$ cat config.mk
export PLATFORM = sky130hd
export DESIGN_NAME = decoder_nx2n_seq_flat
export DESIGN_NICKNAME = d
export VERILOG_FILES = /design/src/rtl/decoder_nx2n_seq_if.sv /design/src/rtl/decoder_nx2n_seq.sv /design/src/flat_wrapper.sv
export SDC_FILE = /design/constraint.sdc
export NUM_CORES = 1
export LEC_CHECK = 0
export CORE_MARGIN = 3
export CORE_UTILIZATION = 54
export DETAILED_ROUTE_END_ITERATION = 10
export PLACE_DENSITY = 0.89
export SYNTH_ARGS = -nofsm -noshare
export SYNTH_HDL_FRONTEND = slang
export SYNTH_SLANG_ARGS = --single-unit
$ cat constraint.sdc
create_clock -name clk -period 2.9 [get_ports clk]
set_clock_uncertainty 0.1 [all_clocks]
set_input_delay 0.29 -clock clk [delete_from_list [all_inputs] [get_ports clk]]
set_output_delay 0.29 -clock clk [all_outputs]
set_load 0.02 [all_outputs]
$ cat src/rtl/decoder_nx2n_seq_if.sv
// Load/scan/output bundle for decoder_nx2n_seq.
// Optional macro DEC_ACTIVE_LOW_EN adds the active-low mirror output out_n.
interface decoder_nx2n_seq_if #(
  parameter int unsigned N = 3
);
  localparam int unsigned W = 1 << N;

  logic         en;
  logic         in_valid;
  logic         in_ready;
  logic [N-1:0] in_sel;
  logic         scan_start;
  logic         scan_stop;
  logic         scan_busy;
  logic         done;
  logic [W-1:0] out;
  logic         out_valid;
`ifdef DEC_ACTIVE_LOW_EN
  logic [W-1:0] out_n;
`endif

`ifdef DEC_ACTIVE_LOW_EN
  modport master (
    output en, in_valid, in_sel, scan_start, scan_stop,
    input  in_ready, scan_busy, done, out, out_valid, out_n
  );
  modport slave (
    input  en, in_valid, in_sel, scan_start, scan_stop,
    output in_ready, scan_busy, done, out, out_valid, out_n
  );
`else
  modport master (
    output en, in_valid, in_sel, scan_start, scan_stop,
    input  in_ready, scan_busy, done, out, out_valid
  );
  modport slave (
    input  en, in_valid, in_sel, scan_start, scan_stop,
    output in_ready, scan_busy, done, out, out_valid
  );
`endif
endinterface

$ cat src/rtl/decoder_nx2n_seq.sv
// N-to-2^N one-hot decoder with registered output, valid/ready load port
// and a scan sequencer that walks the one-hot code across every line.
// Optional macro DEC_ACTIVE_LOW_EN adds registered out_n = ~out (resets to all-ones).
module decoder_nx2n_seq #(
  parameter int unsigned N     = 3,
  parameter int unsigned DWELL = 4,
  parameter bit          WRAP  = 1'b0
) (
  input  logic             clk,
  input  logic             rst_n,
  decoder_nx2n_seq_if.slave bus
);
  localparam int unsigned W  = 1 << N;
  localparam int unsigned DW = (DWELL > 1) ? $clog2(DWELL) : 1;

  typedef enum logic {
    S_DIRECT = 1'b0,
    S_SCAN   = 1'b1
  } state_t;

  state_t        state_q, state_d;
  logic [N-1:0]  idx_q, idx_d;
  logic [DW-1:0] dwell_q, dwell_d;
  logic [W-1:0]  out_q, out_d;
  logic          out_valid_q, out_valid_d;
  logic          busy_q, busy_d;
  logic          done_q, done_d;
  logic [N-1:0]  idx_inc;
  logic          dwell_end;
  logic          last_idx;
`ifdef DEC_ACTIVE_LOW_EN
  logic [W-1:0]  out_n_q;
`endif

  assign idx_inc   = idx_q + N'(1);
  assign dwell_end = (dwell_q == DW'(DWELL - 1));
  assign last_idx  = (idx_q == {N{1'b1}});

  // Loads are accepted only in DIRECT, and a pending scan start takes precedence.
  assign bus.in_ready = bus.en & (state_q == S_DIRECT) & ~bus.scan_start;

  // State and output registers.
  always_ff @(posedge clk or negedge rst_n) begin
    if (!rst_n) begin
      state_q     <= S_DIRECT;
      idx_q       <= '0;
      dwell_q     <= '0;
      out_q       <= '0;
      out_valid_q <= 1'b0;
      busy_q      <= 1'b0;
      done_q      <= 1'b0;
    end else begin
      state_q     <= state_d;
      idx_q       <= idx_d;
      dwell_q     <= dwell_d;
      out_q       <= out_d;
      out_valid_q <= out_valid_d;
      busy_q      <= busy_d;
      done_q      <= done_d;
    end
  end

`ifdef DEC_ACTIVE_LOW_EN
  // Active-low mirror, loaded on the same edge as out.
  always_ff @(posedge clk or negedge rst_n) begin
    if (!rst_n) begin
      out_n_q <= '1;
    end else begin
      out_n_q <= ~out_d;
    end
  end

  assign bus.out_n = out_n_q;
`endif

  // Next-state and next-output logic; en low overrides everything.
  always_comb begin
    state_d     = state_q;
    idx_d       = idx_q;
    dwell_d     = dwell_q;
    out_d       = out_q;
    out_valid_d = out_valid_q;
    busy_d      = busy_q;
    done_d      = 1'b0;

    if (!bus.en) begin
      state_d     = S_DIRECT;
      idx_d       = '0;
      dwell_d     = '0;
      out_d       = '0;
      out_valid_d = 1'b0;
      busy_d      = 1'b0;
    end else begin
      case (state_q)
        S_DIRECT: begin
          if (bus.scan_start) begin
            state_d     = S_SCAN;
            idx_d       = '0;
            dwell_d     = '0;
            out_d       = W'(1);
            out_valid_d = 1'b1;
            busy_d      = 1'b1;
          end else if (bus.in_valid) begin
            out_d       = W'(1) << bus.in_sel;
            out_valid_d = 1'b1;
          end
        end
        S_SCAN: begin
          if (bus.scan_stop) begin
            state_d     = S_DIRECT;
            idx_d       = '0;
            dwell_d     = '0;
            out_d       = '0;
            out_valid_d = 1'b0;
            busy_d      = 1'b0;
          end else if (!dwell_end) begin
            dwell_d = dwell_q + DW'(1);
          end else if (!last_idx) begin
            dwell_d = '0;
            idx_d   = idx_inc;
            out_d   = W'(1) << idx_inc;
          end else if (WRAP) begin
            dwell_d = '0;
            idx_d   = '0;
            out_d   = W'(1);
          end else begin
            state_d     = S_DIRECT;
            idx_d       = '0;
            dwell_d     = '0;
            out_d       = '0;
            out_valid_d = 1'b0;
            busy_d      = 1'b0;
            done_d      = 1'b1;
          end
        end
        default: begin
          state_d     = S_DIRECT;
          idx_d       = '0;
          dwell_d     = '0;
          out_d       = '0;
          out_valid_d = 1'b0;
          busy_d      = 1'b0;
        end
      endcase
    end
  end

  assign bus.out       = out_q;
  assign bus.out_valid = out_valid_q;
  assign bus.scan_busy = busy_q;
  assign bus.done      = done_q;

endmodule

$ cat src/flat_wrapper.sv
// flat-port wrapper written by rule: the top's interface ports become plain ports
module decoder_nx2n_seq_flat 
#(
  parameter int unsigned N     = 3,
  parameter int unsigned DWELL = 4,
  parameter bit          WRAP  = 1'b0
)
  (clk, rst_n, bus_en, bus_in_valid, bus_in_sel, bus_scan_start, bus_scan_stop, bus_in_ready, bus_scan_busy, bus_done, bus_out, bus_out_valid);
  decoder_nx2n_seq_if #(.N(N)) bus_i ();
  input  logic clk;
  input  logic rst_n;
  input wire logic [$bits(bus_i.en)-1:0] bus_en;
  input wire logic [$bits(bus_i.in_valid)-1:0] bus_in_valid;
  input wire logic [$bits(bus_i.in_sel)-1:0] bus_in_sel;
  input wire logic [$bits(bus_i.scan_start)-1:0] bus_scan_start;
  input wire logic [$bits(bus_i.scan_stop)-1:0] bus_scan_stop;
  output wire logic [$bits(bus_i.in_ready)-1:0] bus_in_ready;
  output wire logic [$bits(bus_i.scan_busy)-1:0] bus_scan_busy;
  output wire logic [$bits(bus_i.done)-1:0] bus_done;
  output wire logic [$bits(bus_i.out)-1:0] bus_out;
  output wire logic [$bits(bus_i.out_valid)-1:0] bus_out_valid;
  assign bus_i.en = bus_en;
  assign bus_i.in_valid = bus_in_valid;
  assign bus_i.in_sel = bus_in_sel;
  assign bus_i.scan_start = bus_scan_start;
  assign bus_i.scan_stop = bus_scan_stop;
  assign bus_in_ready = bus_i.in_ready;
  assign bus_scan_busy = bus_i.scan_busy;
  assign bus_done = bus_i.done;
  assign bus_out = bus_i.out;
  assign bus_out_valid = bus_i.out_valid;
  decoder_nx2n_seq #(.N(N), .DWELL(DWELL), .WRAP(WRAP)) u_core (.clk(clk), .rst_n(rst_n), .bus(bus_i));
endmodule
## After elaboration in Yosys (flattened, before gate mapping)

Cells that the tools add are included.

- Add/subtract/negate cells: 2
- Eq/ne operators: 6
- Shift-type cells: 2
- Mux-type cells: 39
- Bitwise operators: 4
- Reduce and logical (&&, ||, !) cells: 4

Operators with widths:

| operator | number |
|---|---|
| $mux W8 | 6 |
| $mux W1 | 18 |
| $pmux W8 S2 | 1 |
| $shl A1 B3 Y8 const A | 2 |
| $mux W3 | 5 |
| $ne A4 B4 Y1 const B | 3 |
| $mux W2 | 4 |
| $pmux W1 S2 | 3 |
| $pmux W3 S2 | 1 |
| $reduce_and A3 Y1 | 2 |
| $pmux W2 S2 | 1 |
| $reduce_and A2 Y1 | 2 |
| $add A3 B1 Y3 const B | 1 |
| $eq A3 B3 Y1 const B | 1 |
| $ne A3 B3 Y1 const B | 1 |
| $add A2 B1 Y2 const B | 1 |
| $and A1 B1 Y1 | 2 |
| $eq A2 B2 Y1 const B | 1 |
| $not A1 Y1 | 2 |

- Bits in registers: 17
- Input bits: 9
- Output and inout port bits: 12

## Longest topological paths before layout

- Depth after elaboration: 7
- Gate-level depth with buffers: 5
- Mapped depth without buffers: 5

## Worst setup path before layout

Ideal clock, no wire load.

- Path type: register to register
- Start: register u_core.idx_q[0]
- End: register u_core.out_q[3] (netlist: u_core.bus.out[3])
- Setup time: 67 ps
- Data arrival time: 1656 ps
- Path slack: 1077 ps
- Stages on the path, launching flop included: 6
- Path buffers: 0
- Period minus slack after synthesis: 1823 ps
- Path through: dfrtp_1 ha_1 ha_1 or4bb_1 o22ai_1 a22o_1

- Cells in the longest elaborated chain, start to end: 7
- Elaborated cells on any way between the ends: 8
- Those cells by class: add/sub: 1; eq/ne: 1; shift: 1; mux: 5

RTL lines:

| item | RTL line | text |
|---|---|---|
| from (decl) | decoder_nx2n_seq.sv:22 | `logic [N-1:0] idx_q, idx_d;` |
| from (signal assigned) | decoder_nx2n_seq.sv:54 | `idx_q <= idx_d;` |
| $add A3 B1 Y3 | decoder_nx2n_seq.sv:35 | `assign idx_inc = idx_q + N'(1);` |
| $shl A1 B3 Y8 | decoder_nx2n_seq.sv:121 | `out_d = W'(1) << idx_inc;` |
| $mux W8 (*) | decoder_nx2n_seq.sv:118 | `end else if (!last_idx) begin` |
| $mux W8 (*) | decoder_nx2n_seq.sv:116 | `end else if (!dwell_end) begin` |
| $mux W8 (*) | decoder_nx2n_seq.sv:109 | `if (bus.scan_stop) begin` |
| $pmux W8 S2 (*) | decoder_nx2n_seq.sv:94 | `case (state_q)` |
| $mux W8 (*) | decoder_nx2n_seq.sv:86 | `if (!bus.en) begin` |
| to (signal assigned) | decoder_nx2n_seq.sv:56 | `out_q <= out_d;` |
| to (decl) | decoder_nx2n_seq.sv:24 | `logic [W-1:0] out_q, out_d;` |

Mark *: on every way between the ends. The rest lies on a longest branch, timed or not. The select of a mux whose other input is x is not followed.
A chain may end at the register's enable or synchronous reset.

## Final worst setup path

- Start: input port bus_en
- End: output port bus_in_ready

- Cells in the longest elaborated chain, start to end: 2

RTL lines:

| item | RTL line | text |
|---|---|---|
| from (decl) | flat_wrapper.sv:12 | `input wire logic [$bits(bus_i.en)-1:0] bus_en;` |
| $and A1 B1 Y1 (2 in series) | decoder_nx2n_seq.sv:40 | `assign bus.in_ready = bus.en & (state_q == S_DIRECT) & ~bus.scan_start;` |
| to (decl) | flat_wrapper.sv:17 | `output wire logic [$bits(bus_i.in_ready)-1:0] bus_in_ready;` |

Every way passes these cells.

==> summary.md <==
| Metric | Value |
|---|---|
| RSZ-0062 raised after global routing | `no` |
| Mapped Cells | `93` |
| Clock slew at reported path FFs | `0.11 ns` |
| Synth Warn # | `0` |
| DR vias | `841` |
| Power per Cell Area | `366.8 nW/um^2` |
| Total congestion overflow | `0` |
| Leak pwr | `0.5627 nW` |
| WP data required | `2.51 ns` |
| RePlAce Congestion | `0.8779` |
| Status | `complete, no violations` |
| Critical-path cell list | `clkdlybuf4s50_1 > inv_2 > nor3_1 > clkdlybuf4s50_1` |
| Number of global-route vias before repair | `868` |
| PostCTS Resize Cnt | `0` |
| Seq cells post-synth | `17` |
| Worst path arrival time | `1.82 ns` |
| HP Class | `input pin to async pin` |
| Final Cycle Share | `0.7622` |
| Synth Cell Area | `1035 um^2` |
| Crit path kind | `input pin to output pin` |
| Fmax achieved | `452.4 MHz` |
| Synth top area share | `0.4111` |
| Crit-path max cell delay | `0.63 ns` |
| Seq/Total Area, Yosys | `0.4111` |
| Top Ports | `21` |
| Synth unique cells | `34` |
| CTS tree | `yes` |
| Nets | `133` |
| Max-cap viol count | `0` |
| Fill count | `140` |
| Post-synth ARST share | `1.000` |
| Routed vias/inst | `6.007` |
| Die height | `49.78 um` |
| Syn Nets | `110` |
| H-tree depth | `1` |
| Max clock buf depth | `2` |
| Worst setup SP type | `input pin` |
| Max-slew violation count | `0` |
| Number of flops mapped to enable cells by yosys | `0` |
| CTS buffer count | `3` |
| CP max stage cell | `clkdlybuf4s50_1` |
| Top-count cell post-synth | `dfrtp_1` |
| Die Width | `49.78 um` |
| Synthesized area per cell | `11.13 um^2` |
| Multi-input gate area | `564.3 um^2` |
| Top cells by count, synth | `dfrtp_1, nor2_1, a22o_1, ha_1, inv_1` |
| First-pass GRT wire length | `3746 um` |
| DRT iter0 DRCs | `22` |
| Predominant post-synthesis flop cell | `dfrtp_1` |
| Wire per inst | `15.39 um` |
| Antenna cells | `0` |
| Area growth from synthesis to layout | `22.85%` |
| Buf/Inv on CP | `3` |
| Layout cell share with drive strength beyond 1 | `0.1043` |
| Final setup viols | `0` |
| Maximum vdd drop | `0.2502 mV` |
| Final WL | `2155 um` |
| Initial Util | `0.5865` |
| Register area | `425.4 um^2` |
| Initial antenna violation count | `0` |
| Crit path max fanout | `10` |
| Minimum clock period | `2.210 ns` |
| Hold-fix buffers at CTS | `0` |
| Post-CTS Repair Setup Buffers | `0` |
| Area contributors post-synth | `dfrtp_1, ha_1, a22o_1` |
| Setup_tns | `0 ns` |
| Root Buffer | `clkbuf_4` |
| Largest net degree at the start of global routing | `18` |
| Global Route Usage Sum | `0.1955` |
| Power, Total | `466.3 uW` |
| Max-slew headroom | `0.4859` |
| IO Port Bufs | `20` |
| Most used cell, CP | `clkdlybuf4s50_1` |
| Core Rows | `15` |
| Crit path max-delay family | `buffers and inverters` |
| CP Capture Type | `output pin` |
| Drt drc | `0` |
| Core area | `1764 um^2` |
| 1st-pass router iterations | `4` |
| Dpl hpwl | `1694 um` |
| Worst slew pin tran | `0.7688 ns` |
| Clock Latency Late Sink | `0.29 ns` |
| Post-DRT Antenna Nets | `0` |
| Final hold vios | `0` |
| # clock sinks | `17` |
| Full die area | `2478 um^2` |
| Largest area contributor in the netlist | `dfrtp_1` |
## per-stage QoR
step                cells  cell area, um^2  setup WS [ns]  utilization  hold WS (ns)
floorplan              93             1035          1.077            -       -0.1056
global placement      136             1244         0.7328       0.7050        0.3875
detailed placement    136             1244         0.7136       0.7050        0.3950
CTS                   140             1271         0.6969       0.7206        0.3567
global route          140             1271         0.6041       0.7206        0.3918
finish                140             1271         0.6895       0.7206        0.3357
## where the power goes
part / internal (mW) / switching, mW
registers: 0.244 / 0.00797
clock network: 0.0513 / 0.0765
logic: 0.0397 / 0.0465
total: 0.335 / 0.131
## cell families (layout without fill, tap and decap cells)
| group | after synthesis | after routing | share of synthesized area |
|---|---|---|---|
| adders and majority gates | 8 | 8 | 0.09674 |
| and+or+nand+nor | 25 | 25 | 0.1644 |
| xor gates and xnor gates | 3 | 3 | 0.02540 |
| buffers and inverters | 8 | 30 | 0.04353 |
| DFF | 17 | 17 | 0.4111 |
| AOI/OAI and AO/OA | 29 | 29 | 0.2285 |
| muxes | 3 | 3 | 0.03023 |
## final timing paths
| check | from | endpoint | slack [ns] | depth (start not counted) |
|---|---|---|---|---|
| max in group asynchronous | rst_n | u_core.idx_q[1]$_DFFE_PN0P_ | 1.88 | 1 |
| setup reg to reg | u_core.idx_q[0]$_DFFE_PN0P_ | u_core.bus.out[2]$_DFFE_PN0P_ | 0.89 | 5 |
| hold reg to reg | u_core.bus.out[3]$_DFFE_PN0P_ | u_core.bus.out[3]$_DFFE_PN0P_ | 0.41 | 1 |
| hold / removal | rst_n | u_core.bus.out[1]$_DFFE_PN0P_ | 0.34 | 1 |
| min in group clk | u_core.bus.out[3]$_DFFE_PN0P_ | u_core.bus.out[3]$_DFFE_PN0P_ | 0.41 | 1 |
| setup / recovery | bus_en | bus_in_ready | 0.69 | 4 |
## state kept, by name, indices dropped and copies added, names as in the netlist
register	count
u_core.bus.out	8
u_core.idx_q	3
u_core.dwell_q	2
u_core.bus.done	1
u_core.bus.out_valid	1
u_core.bus.scan_busy	1
u_core.state_q	1
## cells in the final DEF, fill, tap and decap left out, types with 2 or more instances in the layout
master | netlist | final
nor3_2 | 2 | 2
nor2_1 | 9 | 9
nand2_1 | 2 | 2
clkdlybuf4s50_1 | 0 | 20
o21ai_0 | 2 | 2
inv_1 | 5 | 5
dfrtp_1 | 17 | 17
or4bb_1 | 2 | 2
xor2_1 | 2 | 2
a22oi_1 | 3 | 3
mux2i_1 | 2 | 2
clkbuf_4 | 0 | 3
ha_1 | 8 | 8
a21oi_1 | 3 | 3
o22ai_1 | 4 | 4
o2bb2ai_1 | 3 | 3
nand2b_1 | 2 | 2
a22o_1 | 8 | 8
## per-layer routing
metal / share of wire / vias to the layer above / track usage
met5: 0 / - / 0
met4: 0.021 / 0 / 0.08756
met3: 0.036 / 6 / 0.03625
li1: - / 398 / -
met2: 0.52 / 23 / 0.3392
met1: 0.43 / 414 / 0.2322
## cell type report
type / instances / share of cell area
clock buffer: 3 / 0.01772
clock inverter: 1 / 0.003937
inverter: 6 / 0.01772
multi-input combinational: 68 / 0.4439
sequential: 17 / 0.3346
tap: 25 / 0.02461
timing repair buffer: 20 / 0.1575
Power figures use the tool's default switching activity.
